<file path="config.mk">
export PLATFORM = sky130hd
export DESIGN_NAME = jtag_tap_ir
export DESIGN_NICKNAME = d
export VERILOG_FILES = /design/src/rtl/jtag_pkg.sv /design/src/rtl/jtag_tap_fsm.sv /design/src/rtl/jtag_tap_ir.sv
export SDC_FILE = /design/constraint.sdc
export NUM_CORES = 1
export LEC_CHECK = 0
export BUFFER_PORTS_ARGS = -buffer_cell sky130_fd_sc_hd__buf_2
export CORE_UTILIZATION = 40
export DETAILED_ROUTE_END_ITERATION = 16
export PLACE_DENSITY = 0.66
export SYNTH_ARGS = -nofsm -noshare
export SYNTH_HDL_FRONTEND = slang
export SYNTH_SLANG_ARGS = --single-unit
</file>
<file path="constraint.sdc">
create_clock -name TCK -period 3.2 [get_ports TCK]
set_input_delay 0.8 -clock TCK [delete_from_list [all_inputs] [get_ports TCK]]
set_output_delay 0.8 -clock TCK [all_outputs]
set_load 0.01 [all_outputs]
</file>
<file path="src/rtl/jtag_pkg.sv">
// Shared TAP definitions: 1149.1 state encoding, BYPASS opcode helper and the
// fixed Capture-IR pattern.
package jtag_pkg;

   localparam logic [3:0] ST_EX2_DR = 4'h0;
   localparam logic [3:0] ST_EX1_DR = 4'h1;
   localparam logic [3:0] ST_SHF_DR = 4'h2;
   localparam logic [3:0] ST_PAU_DR = 4'h3;
   localparam logic [3:0] ST_SEL_IR = 4'h4;
   localparam logic [3:0] ST_UPD_DR = 4'h5;
   localparam logic [3:0] ST_CAP_DR = 4'h6;
   localparam logic [3:0] ST_SEL_DR = 4'h7;
   localparam logic [3:0] ST_EX2_IR = 4'h8;
   localparam logic [3:0] ST_EX1_IR = 4'h9;
   localparam logic [3:0] ST_SHF_IR = 4'hA;
   localparam logic [3:0] ST_PAU_IR = 4'hB;
   localparam logic [3:0] ST_RTI    = 4'hC;
   localparam logic [3:0] ST_UPD_IR = 4'hD;
   localparam logic [3:0] ST_CAP_IR = 4'hE;
   localparam logic [3:0] ST_TLR    = 4'hF;

   typedef enum logic [3:0] {
      TS_EX2_DR = ST_EX2_DR,
      TS_EX1_DR = ST_EX1_DR,
      TS_SHF_DR = ST_SHF_DR,
      TS_PAU_DR = ST_PAU_DR,
      TS_SEL_IR = ST_SEL_IR,
      TS_UPD_DR = ST_UPD_DR,
      TS_CAP_DR = ST_CAP_DR,
      TS_SEL_DR = ST_SEL_DR,
      TS_EX2_IR = ST_EX2_IR,
      TS_EX1_IR = ST_EX1_IR,
      TS_SHF_IR = ST_SHF_IR,
      TS_PAU_IR = ST_PAU_IR,
      TS_RTI    = ST_RTI,
      TS_UPD_IR = ST_UPD_IR,
      TS_CAP_IR = ST_CAP_IR,
      TS_TLR    = ST_TLR
   } tap_state_t;

   localparam int unsigned IDCODE_WIDTH = 32;

   // Low two bits of the Capture-IR value; upper bits are zero-filled.
   localparam logic [1:0] IR_CAPTURE = 2'b01;

   function automatic logic [31:0] bypass_opcode(input int unsigned w);
      if (w >= 32)
         return '1;
      else
         return (32'h1 << w) - 32'h1;
   endfunction

endpackage

</file>
<file path="src/rtl/jtag_tap_fsm.sv">
// 16-state 1149.1 TAP sequencer: registered state plus Moore decodes of the
// states the data/instruction paths act on.
module jtag_tap_fsm
   import jtag_pkg::*;
(
   input  logic       TCK,
   input  logic       TRST,
   input  logic       TMS,
   output tap_state_t state,
   output logic       tlr,
   output logic       cap_dr,
   output logic       shf_dr,
   output logic       upd_dr,
   output logic       cap_ir,
   output logic       shf_ir,
   output logic       upd_ir
);

   // state  | meaning
   // TLR    | test-logic-reset, all test logic idle
   // RTI    | run-test/idle
   // SEL_xR | choose DR or IR column
   // CAP_xR | parallel load of selected register
   // SHF_xR | serial shift TDI -> register -> TDO
   // EX1/2  | exit states around pause
   // PAU_xR | shift paused, registers hold
   // UPD_xR | commit shifted value

   tap_state_t state_nxt;

   always_ff @(posedge TCK or posedge TRST) begin
      if (TRST)
         state <= TS_TLR;
      else
         state <= state_nxt;
   end

   always_comb begin
      state_nxt = state;
      tlr       = 1'b0;
      cap_dr    = 1'b0;
      shf_dr    = 1'b0;
      upd_dr    = 1'b0;
      cap_ir    = 1'b0;
      shf_ir    = 1'b0;
      upd_ir    = 1'b0;
      case (state)
         TS_TLR: begin
            tlr       = 1'b1;
            state_nxt = TMS ? TS_TLR : TS_RTI;
         end
         TS_RTI:    state_nxt = TMS ? TS_SEL_DR : TS_RTI;
         TS_SEL_DR: state_nxt = TMS ? TS_SEL_IR : TS_CAP_DR;
         TS_CAP_DR: begin
            cap_dr    = 1'b1;
            state_nxt = TMS ? TS_EX1_DR : TS_SHF_DR;
         end
         TS_SHF_DR: begin
            shf_dr    = 1'b1;
            state_nxt = TMS ? TS_EX1_DR : TS_SHF_DR;
         end
         TS_EX1_DR: state_nxt = TMS ? TS_UPD_DR : TS_PAU_DR;
         TS_PAU_DR: state_nxt = TMS ? TS_EX2_DR : TS_PAU_DR;
         TS_EX2_DR: state_nxt = TMS ? TS_UPD_DR : TS_SHF_DR;
         TS_UPD_DR: begin
            upd_dr    = 1'b1;
            state_nxt = TMS ? TS_SEL_DR : TS_RTI;
         end
         TS_SEL_IR: state_nxt = TMS ? TS_TLR : TS_CAP_IR;
         TS_CAP_IR: begin
            cap_ir    = 1'b1;
            state_nxt = TMS ? TS_EX1_IR : TS_SHF_IR;
         end
         TS_SHF_IR: begin
            shf_ir    = 1'b1;
            state_nxt = TMS ? TS_EX1_IR : TS_SHF_IR;
         end
         TS_EX1_IR: state_nxt = TMS ? TS_UPD_IR : TS_PAU_IR;
         TS_PAU_IR: state_nxt = TMS ? TS_EX2_IR : TS_PAU_IR;
         TS_EX2_IR: state_nxt = TMS ? TS_UPD_IR : TS_SHF_IR;
         TS_UPD_IR: begin
            upd_ir    = 1'b1;
            state_nxt = TMS ? TS_SEL_DR : TS_RTI;
         end
         default:   state_nxt = TS_TLR;
      endcase
   end

endmodule

</file>
<file path="src/rtl/jtag_tap_ir.sv">
// JTAG TAP with instruction register, BYPASS/IDCODE data registers and
// decoded user DR channels sharing a negedge-registered TDO.
module jtag_tap_ir
   import jtag_pkg::*;
#(
   parameter int unsigned           IR_WIDTH      = 4,
   parameter logic [31:0]           IDCODE_VAL    = 32'h1000_0001,
   parameter logic [IR_WIDTH-1:0]   OPC_IDCODE    = 4'b0001,
   parameter int unsigned           NUM_USER      = 2,
   parameter logic [IR_WIDTH-1:0]   OPC_USER_BASE = 4'b1000
) (
   input  logic                  TCK,
   input  logic                  TRST,
   input  logic                  TMS,
   input  logic                  TDI,
   output logic                  TDO,
   output logic                  TDO_EN,
   input  logic [NUM_USER-1:0]   USER_TDO,
   output logic [NUM_USER-1:0]   USER_SEL,
   output logic                  CAPTURE_DR,
   output logic                  SHIFT_DR,
   output logic                  UPDATE_DR,
   output logic [IR_WIDTH-1:0]   IR,
   output logic                  TLR
);

   localparam logic [IR_WIDTH-1:0] OPC_BYPASS = IR_WIDTH'(bypass_opcode(IR_WIDTH));
   localparam logic [IR_WIDTH-1:0] IR_CAP     = IR_WIDTH'(IR_CAPTURE);

   tap_state_t                  state;
   logic                        tlr;
   logic                        cap_dr, shf_dr, upd_dr;
   logic                        cap_ir, shf_ir, upd_ir;
   logic [IR_WIDTH-1:0]         ir_sr;
   logic                        bypass_q;
   logic [IDCODE_WIDTH-1:0]     idcode_sr;
   logic [NUM_USER-1:0]         user_hit;
   logic                        sel_idcode;
   logic                        sel_user;
   logic                        dr_tdo;

   jtag_tap_fsm u_fsm (
      .TCK    (TCK),
      .TRST   (TRST),
      .TMS    (TMS),
      .state  (state),
      .tlr    (tlr),
      .cap_dr (cap_dr),
      .shf_dr (shf_dr),
      .upd_dr (upd_dr),
      .cap_ir (cap_ir),
      .shf_ir (shf_ir),
      .upd_ir (upd_ir)
   );

   // All-ones always means BYPASS, even if it falls inside the user range.
   for (genvar k = 0; k < NUM_USER; k++) begin : g_user
      assign user_hit[k] = !tlr
                           && (IR == OPC_USER_BASE + IR_WIDTH'(k))
                           && (IR != OPC_BYPASS)
                           && (IR != OPC_IDCODE);
   end

   assign sel_idcode = (IR == OPC_IDCODE);
   assign sel_user   = |user_hit;
   assign USER_SEL   = user_hit;
   assign TLR        = tlr;
   assign CAPTURE_DR = cap_dr && sel_user;
   assign SHIFT_DR   = shf_dr && sel_user;
   assign UPDATE_DR  = upd_dr && sel_user;

   always_comb begin
      dr_tdo = bypass_q;
      if (sel_user)
         dr_tdo = |(USER_TDO & user_hit);
      else if (sel_idcode)
         dr_tdo = idcode_sr[0];
   end

   always_ff @(posedge TCK or posedge TRST) begin
      if (TRST)
         ir_sr <= '0;
      else if (tlr)
         ir_sr <= '0;
      else if (cap_ir)
         ir_sr <= IR_CAP;
      else if (shf_ir)
         ir_sr <= {TDI, ir_sr[IR_WIDTH-1:1]};
   end

   always_ff @(posedge TCK or posedge TRST) begin
      if (TRST) begin
         bypass_q  <= 1'b0;
         idcode_sr <= IDCODE_VAL;
      end else if (tlr) begin
         bypass_q  <= 1'b0;
         idcode_sr <= IDCODE_VAL;
      end else begin
         if (!sel_user && !sel_idcode) begin
            if (cap_dr)
               bypass_q <= 1'b0;
            else if (shf_dr)
               bypass_q <= TDI;
         end
         if (sel_idcode) begin
            if (cap_dr)
               idcode_sr <= IDCODE_VAL;
            else if (shf_dr)
               idcode_sr <= {TDI, idcode_sr[IDCODE_WIDTH-1:1]};
         end
      end
   end

   // Instruction commits on the falling edge so the decode is stable for the
   // whole following cycle.
   always_ff @(negedge TCK or posedge TRST) begin
      if (TRST)
         IR <= OPC_IDCODE;
      else if (tlr)
         IR <= OPC_IDCODE;
      else if (upd_ir)
         IR <= ir_sr;
   end

   always_ff @(negedge TCK or posedge TRST) begin
      if (TRST) begin
         TDO    <= 1'b0;
         TDO_EN <= 1'b0;
      end else begin
         case (state)
            TS_SHF_IR: begin
               TDO    <= ir_sr[0];
               TDO_EN <= 1'b1;
            end
            TS_SHF_DR: begin
               TDO    <= dr_tdo;
               TDO_EN <= 1'b1;
            end
            default: begin
               TDO    <= 1'b0;
               TDO_EN <= 1'b0;
            end
         endcase
      end
   end

endmodule

</file>
==> results.toml <==
[layout]
layout.cells.non_filler = 284
layout.nets = 222
drive_above_1_share_pct = 38.2
fillers = 403
syn2layout_area_growth_pct = 30.6
design_area_um2 = 2690
diodes = 0
fin_util_pct = 55.6

[clock_network]
root_buffer = "clkbuf_8"
clock_path_buffers = 2
clk_pin_slew_worst_paths_ns = 0.09
h-tree-depth = 2
numCtsBuffers = 5
cts.sinks = 47
cts_tree = "yes"
clk_latency_ns = 0.35

[synthesis]
yosys_warnings = 0
async_flop_share_pct = 100
synth_top_area_share_pct = 42.4
yosysMostFrequentCell = "dfrtp_1"
ys_seq_area_share_pct = 57.4
synthCells = 174
synthDistinctLibCells = 40
synth_area_leader_cell = "dfrtp_1"
ys.flop_type = "dfrtp_1"
postSynthAreaPerCell_um2 = 11.9
synth_edf_count = 0
syn_area_um2 = 2060
syn_nets = 180
synth_area_leaders = "dfrtp_1 (42%), a22o_1 (12%), dfstp_2 (8.9%)"
synthTopCellsByCount = "dfrtp_1 (35), a22o_1 (29), nand2_1 (13)"
synth-seq-cells = 47

[power]
swShare_pct = 34.6
clockPowerShare_pct = 17.3
p_comb_share_pct = 45.9
pwr_density_cell_nw_per_um2 = 811
power_switching_uw = 755
p_int_uw = 1430
report.power.total_uw = 2180
p_leak_uw = 0.00129
seqPwrFrac_pct = 36.7
ir_worst_vdd_uv = 466

[timing]
maxSlewViolCount = 0
finalSetupViolations = 43
worst_pin_slew_ns = 0.458
rsz0062_at_grt = "yes"
slew_headroom_pct = 69.4
clock-skew-final_ns = 0.0615
finalWorstSetupSlack_ns = -0.658
final_hold_viol_count = 0

[floorplan]
std_cell_rows = 25
die_area_um2 = 5450
die_y_um = 73.8
fp.coreArea_um2 = 4850
pin_count = 18
die_w_um = 73.8
start_util_pct = 42.6

[placed_design]
gp_congestion = 0.906
dpl.cell_count = 259
hpwlAfterDp_um = 2580
dpl-instance-area_um2 = 2330
portBuffers = 17

[setup_path]
crit_fanout = 4
end_kind = "primary output"
worstSetupStartpoint = "IR[3]"
path_cells = "nor3b_4, nand3b_1, nor3b_2, buf_2"
slowest_delay_ns = 0.47
cp_data_required_time_ns = 2.40
worstSetupPathType = "flip-flop to primary output"
cp.arrival_ns = 3.06
start_kind = "flip-flop"
r2r_cells = 7
r2r-start = "IR[2]"
slowest_stage = "dfrtn_1"

[route]
routed_wl_um = 4520
drtIter0Drc = 66
drtAntennaViolNets = 0
drc = 0
via_per_inst = 5.32
routedWlPerCell_um = 15.9
routed-via-count = 1512
drtPass1Iterations = 4

[global_route]
grt_pass1_vias = 1551
grtUsageTotal_pct = 18.7
grt_overflow = 0
antenna_found_initial = 0
grt_pass1_wl_um = 7570
grt_max_degree = 38

[min_path]
hold_class = "primary input to asynchronous set/reset pin"

[status]
violations = "setup timing"
status = "finished with violations"

[job]
cap_viol_max_count = 0
[cell usage in the layout, fill, tap and decap left out, drive strengths merged, types with 3 or more instances in the layout]
cell type / instances
dfrtn: 5
nor2: 6
inv: 9
nand2b: 5
nor3: 3
nand2: 13
or3b: 4
o21ai: 9
a21oi: 4
clkbuf: 7
a22o: 30
mux2: 3
buf: 46
dfstp: 7
dfrtp: 35
[power groups by stage]
stage                     clock [uW]  sequential (uW)  combinational, uW
after detailed placement        3.91              806                772
after global placement          3.91              797                751
after floorplan                 3.91              816                543
after global routing             420              818               1090
after CTS                        394              798                934
final                            379              803               1000
[registers in the layout (all words and copies together) (netlist names)]
| register | cells |
|---|---|
| TDO_EN | 1 |
| u_fsm.state | 4 |
| bypass_q | 1 |
| IR | 4 |
| TDO | 1 |
| idcode_sr | 32 |
| ir_sr | 4 |
[final timing paths]
check	end	slack, ns
setup / recovery	UPDATE_DR	-0.66
hold / removal	ir_sr[1]	0.43
setup reg to reg	idcode_sr[31]	-0.55
hold reg to reg	idcode_sr[28]	0.49
max in group asynchronous	IR[0]	0.96
min in group TCK	idcode_sr[28]	0.49
[per-layer routing]
metal	global-route usage, %	part of all wire [%]
met1	23.4	45
met4	8.97	2.5
met5	0	0
met2	31.0	51
met3	3.70	2.1
[critical path, delay by kind of cell (launching register included)]
kind	cells	cell delay [ns]
buf+inv	1	0.15
simple gates	3	0.55
flops	1	0.47
[cell type report]
class,count,area (um2),area share [%]
clock buffer,6,82.6,3.07
clock inverter,3,20.0,0.743
inverter,9,37.5,1.39
multi-input combinational,104,807,30.0
sequential,47,1180,44.0
tap,67,83.8,3.11
timing repair buffer,48,478,17.7
[timing repair]
action / CTS / global route
hold buffers: 0 / 0
gates cloned: 3 / 2
hold endpoints to repair: 0 / 0
endpoints found under the setup margin: 44 / 44
resized for setup: 15 / 2
pin swaps: 1 / 3
setup buffers: 10 / 5
[logic make-up after synthesis]
| group | after synthesis | share of synthesized area (%) |
|---|---|---|
| AOI/OAI and AO/OA | 54 | 20.6 |
| and+or+nand+nor | 45 | 12.9 |
| muxes | 4 | 2.12 |
| xor gates and xnor gates | 1 | 0.425 |
| buffers and inverters | 23 | 6.49 |
| DFF | 47 | 57.4 |
[through the flow]
step	setup TNS, ns	hold slack (ns)	worst slack, ns
after detailed placement	-7.56	0.470	-0.320
after global routing	-22.19	0.432	-0.767
after floorplan	-6.47	0.455	-0.269
after CTS	-14.83	0.425	-0.642
after global placement	-6.87	0.464	-0.290
final	-20.46	0.429	-0.658
Note: power is estimated with default switching activity, not from simulation.
